[src/rtl/arb_mux_n.sv]
// arb_mux_n: N-channel registered mux with round-robin or fixed-priority arbitration and valid/ready handshakes.
module arb_mux_n #(
  parameter int WIDTH = 64,
  parameter int N = 4,
  parameter int MODE = 0
) (
  input  logic                 clk,
  input  logic                 reset,
  input  logic [N*WIDTH-1:0]   in_data,
  input  logic [N-1:0]         in_valid,
  output logic [N-1:0]         in_ready,
  output logic [WIDTH-1:0]     out_data,
  output logic [$clog2(N)-1:0] out_src,
  output logic                 out_valid,
  input  logic                 out_ready
);
  localparam int SW = $clog2(N);
  logic [WIDTH-1:0] ch [N];
  logic [WIDTH-1:0] data_q, data_d;
  logic [SW-1:0] src_q, src_d, ptr_q, ptr_d, winner, idx;
  logic valid_q, valid_d, accept, any, xfer;
  // Scan from the lowest priority up so the highest-priority requester is written last.
  always_comb begin
    winner = '0;
    idx = '0;
    for (int k = N; k >= 1; k--) begin
      idx = SW'(MODE != 0 ? k - 1 : (int'(ptr_q) + k) % N);
      if (in_valid[idx]) winner = idx;
    end
  end
  always_comb begin
    for (int i = 0; i < N; i++) ch[i] = in_data[i*WIDTH +: WIDTH];
    accept = !valid_q || out_ready;
    any = |in_valid;
    xfer = accept && any && !reset;
    for (int i = 0; i < N; i++) in_ready[i] = xfer && (winner == SW'(i));
    valid_d = accept ? any : valid_q;
    data_d = xfer ? ch[winner] : data_q;
    src_d = xfer ? winner : src_q;
    ptr_d = (xfer && MODE == 0) ? winner : ptr_q;
  end
  always_ff @(posedge clk) begin
    if (reset) begin
      valid_q <= 1'b0;
      data_q <= '0;
      src_q <= '0;
      ptr_q <= SW'(N - 1);
    end else begin
      valid_q <= valid_d;
      data_q <= data_d;
      src_q <= src_d;
      ptr_q <= ptr_d;
    end
  end
  assign out_data = data_q;
  assign out_src = src_q;
  assign out_valid = valid_q;
endmodule
[config.mk]
export PLATFORM = sky130hd
export DESIGN_NAME = arb_mux_n
export DESIGN_NICKNAME = d
export VERILOG_FILES = /design/src/rtl/arb_mux_n.sv
export SDC_FILE = /design/constraint.sdc
export NUM_CORES = 1
export LEC_CHECK = 0
export ABC_AREA = 1
export CAP_MARGIN = 15
export CORE_AREA = 2 2 128 130
export CTS_BUF_LIST = sky130_fd_sc_hd__clkbuf_16
export DETAILED_ROUTE_END_ITERATION = 8
export DIE_AREA = 0 0 130 132
export HOLD_SLACK_MARGIN = 0.02
export PLACE_DENSITY = 0.73
export REMOVE_ABC_BUFFERS = 1
export SLEW_MARGIN = 30
export SYNTH_ARGS = -nofsm -noshare
export SYNTH_HDL_FRONTEND = slang
export SYNTH_SLANG_ARGS = --single-unit
[constraint.sdc]
create_clock -name clk -period 1.85 [get_ports clk]
set_input_delay 0.2775 -clock clk [delete_from_list [all_inputs] [get_ports clk]]
set_output_delay 0.2775 -clock clk [all_outputs]
set_load 0.01 [all_outputs]
# After elaboration in Yosys (flattened, before gate mapping)
# Index checks and enable logic that the tools add are counted.
# totals
reg_bits	69
latch_bits	0
mem_bits_rw	0
rom_bits	0
in_bits	263
n_memories	0
# classes
n_addsub	4
n_mul	0
n_div	0
order_cmp	5
n_eq_ne	3
n_shift	0
mux	15
bitwise	1
reduce_logical	11
# op_table
operator	n
$bmux W64 S2	1
$mux W64	2
$lt A2 B3 Y1 const B	4
$bmux W1 S2	4
$mux W2	4
$logic_and A1 B1 Y1	6
$add A2 B1 Y2 const B	2
$add A2 B2 Y2 const B	2
$eq A2 B2 Y1 const B	2
$mux W1	4
$reduce_or A4 Y1	1
$ge A3 B3 Y1 const B	1
$not A2 Y3	1
$eq A2 B1 Y1 const B	1
$logic_not A1 Y1	2
$logic_not A2 Y1	1
$logic_or A1 B1 Y1	1

# Depth between registers and ports, before layout
# depth
ltp_word	11
mapped_depth	16
depth_no_buf	13

# Worst setup path before layout
# Ideal clock, no wire load.
# synth_timing
path_type	reg2out
from	register ptr_q[0]
to	output port in_ready[1]
arrival_ns	1.573
setup_slack_ns	-0.001
path_stages_with_launch	14
cell_sequence	dfxtp_1 > buf_6 > inv_6 > nand2_1 > nand2_1 > nand2_1 > and2_4 > nand2_1 > nand2_2 > nand2_2 > buf_4 > buf_4 > nand2_1 > nor2_1
# synth_via
elab_chain_cells	9
# synth_rtl
element	line_no	text
from (decl)	20	logic [SW-1:0] src_q, src_d, ptr_q, ptr_d, winner, idx;
from (signal assigned)	47	ptr_q <= SW'(N - 1);
from (signal assigned)	52	ptr_q <= ptr_d;
$add A2 B1 Y2	27	idx = SW'(MODE != 0 ? k - 1 : (int'(ptr_q) + k) % N);
$bmux W1 S2	28	if (in_valid[idx]) winner = idx;
$mux W1 (not written as such)	28	
$mux W2 (3 in a row)	28	
$mux W2 (*)	28	
$eq A2 B1 Y1 (*)	36	for (int i = 0; i < N; i++) in_ready[i] = xfer && (winner == SW'(i));
$logic_and A1 B1 Y1 (*)	36	
to (decl)	11	output logic [N-1:0] in_ready,
# Mark *: on every way between the ends. The rest lies on a longest branch, timed or not. The select of a mux whose other input is x is not followed.

# Worst setup path in the final report
# layout_timing
from	register ptr_q[0]
to	register data_q[50] (netlist: out_data[50])
# layout_via
elab_chain_cells	11
# layout_rtl
element	line_no	text
$add A2 B1 Y2	27	
$bmux W1 S2	28	
$mux W1 (not written as such)	28	
$mux W2 (3 in a row)	28	
$mux W2 (*)	28	
$not A2 Y3 (not written as such) (*)	38	data_d = xfer ? ch[winner] : data_q;
$bmux W64 S2 (*)	38	
$mux W64 (not written as such) (*) (2 in a row)	38	
to (signal assigned)	50	data_q <= data_d;
to (decl)	19	logic [WIDTH-1:0] data_q, data_d;
# Marks and branches as above.
# A chain may end at the register's enable or synchronous reset.

==> flow_metrics.env <==
export IMPL_outcome="finished, violations left"
export IMPL_final_hold_viol_count=0
export IMPL_drc=0
export IMPL_dp_hpwl_um=14200
export IMPL_die_y_um=132
export IMPL_clock_skew_ns=0.00704
export IMPL_vias_per_cell=5.05
export IMPL_antenna_found_initial=0
export IMPL_cts_buffers=9
export IMPL_yosysUniqueCellTypes=20
export IMPL_yosysTopAreaCell="nand3_1"
export IMPL_dp_slack_ns=-0.723
export IMPL_crit_type="flop to flop"
export IMPL_num_antenna_cells=0
export IMPL_row_count=46
export IMPL_syn2layout_area_growth_pct=100
export IMPL_die_area_sq_um=17200
export IMPL_n_fill_cell=1470
export IMPL_cp_required_ns=2.08
export IMPL_leakagePower_nw=4.10
export IMPL_syn_inst=784
export IMPL_dr_pass1_iters=5
export IMPL_endpoint_kind="flop"
export IMPL_drt_iter0_markers=453
export IMPL_path_clk_slew_ns=0.06
export IMPL_startpoint_type="flop"
export IMPL_period_minus_slack_ns=2.04
export IMPL_slew_limit_headroom_pct=63.4
export IMPL_cts_tree="done"
export IMPL_path_cells="inv_8 -> nand2_2 -> nand2_2 -> nand2_2 -> and2_4 -> nand2_4 -> nand2_4 -> nand2_4 -> buf_4 -> buf_12 -> clkbuf_16 -> nand2_1 -> nand3_1 -> nand3_1 -> nand2_1"
export IMPL_synth_seq_cells=69
export IMPL_cp_slowest_cell="dfxtp_4"
export IMPL_wl_per_cell_um=18.2
export IMPL_postRouteAntennaNets=0
export IMPL_mappedNetlistArea_sq_um=4670
export IMPL_tightest_slew_ns=0.550
export IMPL_final_util_pct=59.4
export IMPL_port_buffers=333
export IMPL_cts_max_path_buffers=2
export IMPL_synthTopCellsByArea="nand3_1, dfxtp_1, nand2_1"
export IMPL_worst_slack_ns=-0.186
export IMPL_gr_total_overflow=0
export IMPL_initial_core_util_pct=29.7
export IMPL_setup_tns_ns=-9.43
export IMPL_clockRootBuffer="clkbuf_16"
export IMPL_clkSinkCount=69
export IMPL_num_nets_final=1370
export IMPL_final_period_utilization_pct=110
export IMPL_fmax_ghz=0.491
export IMPL_finalMaxSlewViolations=0
export IMPL_cp_max_fo=9
export IMPL_syn_avg_cell_area_sq_um=5.95
export IMPL_ir_worst_vdd_v=0.000960
export IMPL_max_stage_delay_ns=0.45
export IMPL_cp_arrival_ns=2.27
export IMPL_rsz0062_at_grt="yes"
export IMPL_setup_viol_count_final=68
export IMPL_ys_warn_count=0
export IMPL_yosysTopAreaCellShare_pct=34.9
export IMPL_finalWirelength_um=24200
export IMPL_fp_coreArea_sq_um=15700
export IMPL_seq_area_frac_synth_pct=29.6
export IMPL_insertion_delay_ns=0.34
export IMPL_pin_count=334
export IMPL_routed_via_count=6712
export IMPL_grt_start_max_net_pins=69
export IMPL_htree_levels=3
export IMPL_grt_pass1_wl_um=31100
export IMPL_power_density_nw_per_um2=2140
export IMPL_place_congestion=0.916
export IMPL_cap_violations=0
export IMPL_final_area_sq_um=9340
export IMPL_grt_total_usage_pct=22.8
export IMPL_hold_class="flop to flop"
export IMPL_violations="setup timing"
export IMPL_die_w_um=130
export IMPL_grt_pass1_vias=5988
export IMPL_placed_cell_area_sq_um=8160
export IMPL_ctsHoldBuffers=0
export IMPL_drive_above_1_share_pct=13.6
[registers in the layout (all words and copies together), names as in the netlist]
signal / count
out_data: 64
ptr_q: 2
out_src: 2
out_valid: 1
[area by class of cell]
cell class	count	area (sq um)	share of cell area [%]
clock buffers	9	225	2.41
clock inverters	7	114	1.22
inverters	11	53.8	0.576
multi-input cells	633	3140	33.6
flip-flops and latches	69	1390	14.8
well taps	216	270	2.89
repair buffers	383	4150	44.4
[synthesized netlist by cell type]
| cell type | instances |
|---|---|
| dfxtp_1 | 69 |
| a22oi_1 | 1 |
| buf_2 | 33 |
| inv_2 | 2 |
| and2_4 | 1 |
| nand2_2 | 2 |
| o21ai_1 | 1 |
| nand2_1 | 290 |
| nand3_1 | 325 |
| and3_1 | 1 |
| buf_1 | 1 |
| inv_6 | 1 |
| nor2_1 | 8 |
| buf_6 | 12 |
| inv_1 | 8 |
| nand3_2 | 1 |
| clkbuf_1 | 17 |
| nand4_1 | 1 |
| a21oi_1 | 2 |
| buf_4 | 8 |
[metal layers]
layer | GRT usage (%) | wire, um | vias to the layer above
met5 | 0 | 0 | -
met2 | 39.4 | 11500 | 347
met3 | 5.97 | 2120 | 46
met1 | 26.4 | 9810 | 3050
li1 | - | - | 3269
met4 | 9.74 | 715 | 0
[logic make-up (layout without fill, tap and decap cells)]
logic type      count (synthesis)  after routing  synth area share, %
compound gates                  4              4                0.483
buf+inv                        82            410                 10.2
flops                          69             69                 29.6
simple gates                  629            629                 59.8
[final timing paths]
path                start      endpoint  slack [ns]  cells past startpoint
max              ptr_q[0]  out_data[50]       -0.19                     15
min          out_data[16]  out_data[16]        0.45                      2
max reg2reg      ptr_q[0]  out_data[50]       -0.19                     15
min reg2reg  out_data[16]  out_data[16]        0.45                      2
[worst max-delay path, delay by kind of cell (launching register included)]
kind	cells	cell delay (ns)
buffers and inverters	4	0.55
DFF	1	0.45
and+or+nand+nor	11	0.89
[through the flow]
step / power [mW] / std cells / hold WS, ns
finish: 20.0 / 1328 / 0.449
detailed placement: 13.6 / 1288 / 0.438
global route: 21.1 / 1328 / 0.457
CTS: 16.5 / 1306 / 0.451
floorplan: 7.48 / 713 / 0.347
global placement: 13.5 / 1288 / 0.435
[placed cells by master (no fill, tap or decap), drive strengths merged]
cell and n:
dfxtp 69, clkinv 4, inv 11, nand3 326, nor2 8, nand2 292
a21oi 2, nand4 1, clkdlybuf4s50 326, and3 1, dlygate4sd2 3, bufinv 3
buf 42, clkbuf 21, a22oi 1, o21ai 1, and2 1
[where the power goes]
group / switching, mW / total [mW] / leakage, nW / internal, mW
Combinational: 8.63 / 15.4 / 3.35 / 6.79
Sequential: 0.386 / 2.55 / 0.576 / 2.17
Clock: 0.686 / 2.00 / 0.169 / 1.31
[timing repair]
action / CTS / global route
pin swaps: 17 / 22
cloned: 2 / 19
setup endpoints to repair: 69 / 68
buffers inserted: 1 / 3
resized for setup: 60 / 70
No activity file was read; power rests on OpenSTA's default activity.
